**config.mk**
```make
export PLATFORM = sky130hd
export DESIGN_NAME = bcd_converter_flat
export DESIGN_NICKNAME = d
export VERILOG_FILES = /design/src/rtl/bcd_pkg.sv /design/src/rtl/bcd_converter_if.sv /design/src/rtl/bcd_digit_adj.sv /design/src/rtl/bcd_converter.sv /design/src/flat_wrapper.sv
export SDC_FILE = /design/constraint.sdc
export NUM_CORES = 1
export LEC_CHECK = 0
export ABC_AREA = 1
export BUFFER_PORTS_ARGS = -buffer_cell sky130_fd_sc_hd__buf_2
export CAP_MARGIN = 20
export CELL_PAD_IN_SITES_DETAIL_PLACEMENT = 2
export CELL_PAD_IN_SITES_GLOBAL_PLACEMENT = 2
export CORE_ASPECT_RATIO = 1.1
export CORE_MARGIN = 1.5
export CORE_UTILIZATION = 35
export CTS_CLUSTER_SIZE = 28
export DETAILED_ROUTE_END_ITERATION = 16
export HOLD_SLACK_MARGIN = 0.02
export MAX_ROUTING_LAYER = met4
export PLACE_DENSITY = 0.9
export SLEW_MARGIN = 20
export SYNTH_ARGS = -nofsm -noshare
export SYNTH_HDL_FRONTEND = slang
export SYNTH_HIERARCHICAL = 1
export SYNTH_SLANG_ARGS = --single-unit
```
**constraint.sdc**
```tcl
create_clock -name clk -period 1.9 [get_ports clk]
set_clock_uncertainty 0.15 [all_clocks]
set_input_delay 0.285 -clock clk [delete_from_list [all_inputs] [get_ports clk]]
set_output_delay 0.285 -clock clk [all_outputs]
set_load 0.01 [all_outputs]
```
**src/rtl/bcd_pkg.sv**
```systemverilog
// Shared types and elaboration-time helpers for the binary-to-BCD converter.
package bcd_pkg;

  typedef enum logic [1:0] {
    IDLE,
    SHIFT,
    FINISH
  } state_t;

  // Decimal digits needed to hold any WIDTH-bit unsigned value:
  // floor(width * log10(2)) + 1, with log10(2) approximated as 0.30103.
  function automatic int bcd_digits(input int width);
    return (width * 30103) / 100000 + 1;
  endfunction

  // Width of a down-counter that must hold the value WIDTH.
  function automatic int cnt_width(input int width);
    return $clog2(width + 1);
  endfunction

endpackage

```
**src/rtl/bcd_converter_if.sv**
```systemverilog
// Request/result bundle between the operand source and the BCD converter.
interface bcd_converter_if #(
  parameter int WIDTH  = 32,
  parameter int DIGITS = 8
);

  logic                  start;
  logic [WIDTH-1:0]      value;
  logic                  is_signed;
  logic                  busy;
  logic                  done;
  logic [4*DIGITS-1:0]   digits;
  logic                  negative;
  logic                  overflow;
  logic [DIGITS-1:0]     blank_mask;

  modport master (
    output start, value, is_signed,
    input  busy, done, digits, negative, overflow, blank_mask
  );

  modport slave (
    input  start, value, is_signed,
    output busy, done, digits, negative, overflow, blank_mask
  );

endinterface

```
**src/rtl/bcd_digit_adj.sv**
```systemverilog
// Double-dabble nibble correction: add 3 to any digit of 5 or more.
module bcd_digit_adj (
  input  logic [3:0] din,
  output logic [3:0] dout
);

  // A digit >= 5 would carry past 9 after the next doubling; pre-bias it.
  always_comb begin
    dout = din;
    if (din >= 4'd5) dout = din + 4'd3;
  end

endmodule

```
**src/rtl/bcd_converter.sv**
```systemverilog
// Sequential binary-to-BCD converter, one bit per clock (shift-and-add-3).
module bcd_converter
  import bcd_pkg::*;
#(
  parameter int WIDTH  = 32,
  parameter int DIGITS = 8
) (
  input  logic            clk,
  input  logic            reset_n,
  bcd_converter_if.slave  bus
);

  localparam int BCD_RAW    = bcd_digits(WIDTH);
  localparam int BCD_DIGITS = (BCD_RAW > DIGITS) ? BCD_RAW : DIGITS;
  localparam int BCDW       = 4 * BCD_DIGITS;
  localparam int CW         = cnt_width(WIDTH);

  state_t              state_q, state_d;
  logic [CW-1:0]       count_q, count_d;
  logic [WIDTH-1:0]    mag_q, mag_d;
  logic [BCDW-1:0]     bcd_q, bcd_d;
  logic                sign_q, sign_d;
  logic [4*DIGITS-1:0] digits_q, digits_d;
  logic                negative_q, negative_d;
  logic                overflow_q, overflow_d;
  logic [DIGITS-1:0]   blank_q, blank_d;
  logic                done_q, done_d;

  logic [BCDW-1:0]     bcd_adj;
  logic [DIGITS-1:0]   blank_w;
  logic                ovf_w;

  for (genvar g = 0; g < BCD_DIGITS; g++) begin : g_adj
    bcd_digit_adj u_adj (
      .din  (bcd_q[4*g +: 4]),
      .dout (bcd_adj[4*g +: 4])
    );
  end

  if (BCD_DIGITS > DIGITS) begin : g_ovf
    assign ovf_w = |bcd_q[BCDW-1:4*DIGITS];
  end else begin : g_no_ovf
    assign ovf_w = 1'b0;
  end

  // Leading-zero mask: scan from the top digit down; digit 0 is never blanked.
  always_comb begin
    logic         zero_run;
    int unsigned  idx;
    zero_run = 1'b1;
    blank_w  = '0;
    for (int unsigned k = 0; k < DIGITS; k++) begin
      idx           = DIGITS - 1 - k;
      zero_run      = zero_run && (bcd_q[4*idx +: 4] == 4'd0);
      blank_w[idx]  = zero_run && (idx != 0);
    end
  end

  // Next-state and datapath: load on accept, shift WIDTH times, then publish.
  always_comb begin
    state_d    = state_q;
    count_d    = count_q;
    mag_d      = mag_q;
    bcd_d      = bcd_q;
    sign_d     = sign_q;
    digits_d   = digits_q;
    negative_d = negative_q;
    overflow_d = overflow_q;
    blank_d    = blank_q;
    done_d     = 1'b0;
    case (state_q)
      IDLE: begin
        if (bus.start) begin
          sign_d  = bus.is_signed && bus.value[WIDTH-1];
          mag_d   = sign_d ? (~bus.value + WIDTH'(1)) : bus.value;
          bcd_d   = '0;
          count_d = CW'(WIDTH);
          state_d = SHIFT;
        end
      end
      SHIFT: begin
        {bcd_d, mag_d} = {bcd_adj, mag_q} << 1;
        count_d        = count_q - CW'(1);
        if (count_q == CW'(1)) state_d = FINISH;
      end
      FINISH: begin
        digits_d   = bcd_q[4*DIGITS-1:0];
        negative_d = sign_q;
        overflow_d = ovf_w;
        blank_d    = blank_w;
        done_d     = 1'b1;
        state_d    = IDLE;
      end
      default: state_d = IDLE;
    endcase
  end

  // State and output registers; reset aborts any conversion in flight.
  always_ff @(posedge clk or negedge reset_n) begin
    if (!reset_n) begin
      state_q    <= IDLE;
      count_q    <= '0;
      mag_q      <= '0;
      bcd_q      <= '0;
      sign_q     <= 1'b0;
      digits_q   <= '0;
      negative_q <= 1'b0;
      overflow_q <= 1'b0;
      blank_q    <= ~DIGITS'(1);
      done_q     <= 1'b0;
    end else begin
      state_q    <= state_d;
      count_q    <= count_d;
      mag_q      <= mag_d;
      bcd_q      <= bcd_d;
      sign_q     <= sign_d;
      digits_q   <= digits_d;
      negative_q <= negative_d;
      overflow_q <= overflow_d;
      blank_q    <= blank_d;
      done_q     <= done_d;
    end
  end

  assign bus.busy       = (state_q != IDLE);
  assign bus.done       = done_q;
  assign bus.digits     = digits_q;
  assign bus.negative   = negative_q;
  assign bus.overflow   = overflow_q;
  assign bus.blank_mask = blank_q;

endmodule

```
**src/flat_wrapper.sv**
```systemverilog
// flat-port wrapper written by rule: the top's interface ports become plain ports
module bcd_converter_flat import bcd_pkg::*;
#(
  parameter int WIDTH  = 32,
  parameter int DIGITS = 8
)
  (clk, reset_n, bus_start, bus_value, bus_is_signed, bus_busy, bus_done, bus_digits, bus_negative, bus_overflow, bus_blank_mask);
  bcd_converter_if #(.WIDTH(WIDTH), .DIGITS(DIGITS)) bus_i ();
  input  logic clk;
  input  logic reset_n;
  input wire logic [$bits(bus_i.start)-1:0] bus_start;
  input wire logic [$bits(bus_i.value)-1:0] bus_value;
  input wire logic [$bits(bus_i.is_signed)-1:0] bus_is_signed;
  output wire logic [$bits(bus_i.busy)-1:0] bus_busy;
  output wire logic [$bits(bus_i.done)-1:0] bus_done;
  output wire logic [$bits(bus_i.digits)-1:0] bus_digits;
  output wire logic [$bits(bus_i.negative)-1:0] bus_negative;
  output wire logic [$bits(bus_i.overflow)-1:0] bus_overflow;
  output wire logic [$bits(bus_i.blank_mask)-1:0] bus_blank_mask;
  assign bus_i.start = bus_start;
  assign bus_i.value = bus_value;
  assign bus_i.is_signed = bus_is_signed;
  assign bus_busy = bus_i.busy;
  assign bus_done = bus_i.done;
  assign bus_digits = bus_i.digits;
  assign bus_negative = bus_i.negative;
  assign bus_overflow = bus_i.overflow;
  assign bus_blank_mask = bus_i.blank_mask;
  bcd_converter #(.WIDTH(WIDTH), .DIGITS(DIGITS)) u_core (.clk(clk), .reset_n(reset_n), .bus(bus_i));
endmodule
```
==> impl_results.md <==
* Status: completed
* Die Area at roughly 21000 sq um
* Total GRT Usage at between 20 and 30%
* RePlAce Congestion at approximately 0.86
* Post-layout util at 43.6%
* Iteration-0 DRC count of the detailed router at approximately 270
* Area delta synth->final at 22.2%
* Via count at slightly below 7000
* Crit Path Class: reg2reg
* Hold Crit Start: bus_value[28]
* Router iterations before antenna repair at 4
* Hold_ws at between 20 and 30 ps
* CP Launch Type: register
* Hold/Removal Path Class: in2reg
* Max VDD drop at about 0.64 mV
* Row cnt at 54
* Pins Over Slew Limit at 0
* Clock root buffer: clkbuf_16
* Total power draw at about 0.015 W
* CP Max Fanout at 31
* Slew HR at between 50% and 60%
* Overflow after GRT at 0
* Clock-pin slew on the worst setup and hold paths at 60 ps
* Critical Path RT at 2080 ps
* RR Startpoint: u_core/state_q[0]
* Num CTS Buffers at 17
* Die width at roughly 140 microns
* Non-Filler Instances at 1265
* R2r setup slk at about 55 ps
* CTS tree: built
* DP HPWL at 17100 microns
* Hold path endpoint: u_core/mag_q[28]
* Leakage Power at ~4.2 nW
* # port buffers at 78
* Worst Max-Slew Pin Slew at around 660 ps
* Die Height at 152 microns
* First-pass GRT wire length at 43400 microns
* Initial antenna violation count at 0
* Pwr dens at approximately 1800 nW/um^2
* Endpoints failing setup at 0
* Total wire length at between 20000 and 30000 microns
* Syn nets at 960
* Layout Nets at 1059
* Starting Density at a little over a third
* CP Data Arrival Time at approximately 2000 ps
* Count of mapped cells out of synthesis at ~900
* Clk_lat worst skew at about 430 ps
* Avg Vias per Cell at ~5.4
* ANT nets after route at 0
* Worst Setup End Kind: register
* CTS Sinks at between 100 and 150
* Fmax at between 500 and 600 MHz
* Clock tree buffer depth at 2
* Mapped cell area at ~7000 sq um
* Setup crit start: u_core/state_q[0]
* Fin crit period at approximately 1800 ps
* Fin. Hold Viols at 0
* Ant. Diodes at 0
* Mean Syn Cell Area at 7.86 sq um
* H-tree levels at 4
* Core footprint at 19900 sq um
* Syn. warnings at 6
* FF-to-FF path depth at 7
* Wire per inst at ~21 microns
* Share of cells above drive strength 1 at 23.1%
* # fillers at 2242
* Unrepaired setup endpoints after global routing: true
* # DRC at 0
* Vias in the first global route at between 7000 and 8000
* Largest net degree at the start of global routing at 37
* Tcrit/Tclk final at 97.1%
* R2r endpoint: u_core/bcd_q[5]
* Most common cell after layout, fill and taps aside: nand2_1
* Io pins at 80
* Most frequent cells in the layout: 219 x nand2_1, 115 x dfrtp_1, 85 x inv_1
* Hold depth at 4
* Placed cell count at 1222
* Max cap viols at 0
[registers in the layout, indices dropped and copies added, names as in the netlist, 2 cells and up]
register               flops
u_core/bcd_q              40
u_core/bus.blank_mask      7
u_core/state_q             2
u_core/bus.digits         32
u_core/mag_q              32
u_core/count_q             6
[stage by stage]
step / instance area, sq um / setup slack [ps] / setup TNS (ps)
floorplan: 7080 / 396 / 0
global placement: 7860 / -120 / -2780
detailed placement: 7860 / -248 / -5260
CTS: 8600 / 27.2 / 0
global route: 8650 / -48.7 / -147
finish: 8650 / 55.4 / 0
[how the worst max path moves through the flow]
stage | end | slack, ps | cells after the start
finish | u_core/bcd_q[5] | 60 | 7
CTS | u_core/count_q[4] | 30 | 8
global placement | u_core/bcd_q[26] | -120 | 6
floorplan | u_core/mag_q[28] | 400 | 9
detailed placement | u_core/bcd_q[13] | -250 | 7
global route | u_core/mag_q[30] | -50 | 10
[critical path, stage by stage (launching register included)]
cell and delay [ps]:
dfrtp_1 410, inv_1 140, nor2_4 70, buf_4 140, nor2_4 300, inv_2 110
buf_12 200, o21ai_1 210
[layer usage]
layer / GRT usage, % / vias up / routed length (microns)
li1: - / 3131 / -
met1: 29.1 / 3442 / 10800
met2: 49.8 / 156 / 14800
met3: 4.49 / 60 / 765
met4: 11.1 / 0 / 830
met5: - / - / 0
[power breakdown]
group / switching [W] / total [W] / internal, W
logic: 0.00462 / 0.00711 / 0.00249
clock network: 0.00123 / 0.00346 / 0.00223
registers: 0.000996 / 0.00461 / 0.00362
total: 0.00684 / 0.0152 / 0.00834
[final cells by class]
cell class | count | area, sq um | area share [%]
clock buffers | 25 | 505 | 5.84
clock inverters | 7 | 110 | 1.27
inverters | 105 | 394 | 4.56
multi-input cells | 644 | 3510 | 40.5
flip-flops and latches | 123 | 3090 | 35.7
well taps | 252 | 315 | 3.64
repair buffers | 109 | 733 | 8.47
[what timing repair did]
item / CTS / global route
setup endpoints to repair: 63 / 10
hold endpoints to repair: 30 / 0
gates resized for setup: 8 / 8
hold buffers: 5 / 0
gates cloned: 3 / 0
pin swaps: 2 / 2
setup buffers: 0 / 3
Power figures use the tool's default switching activity.
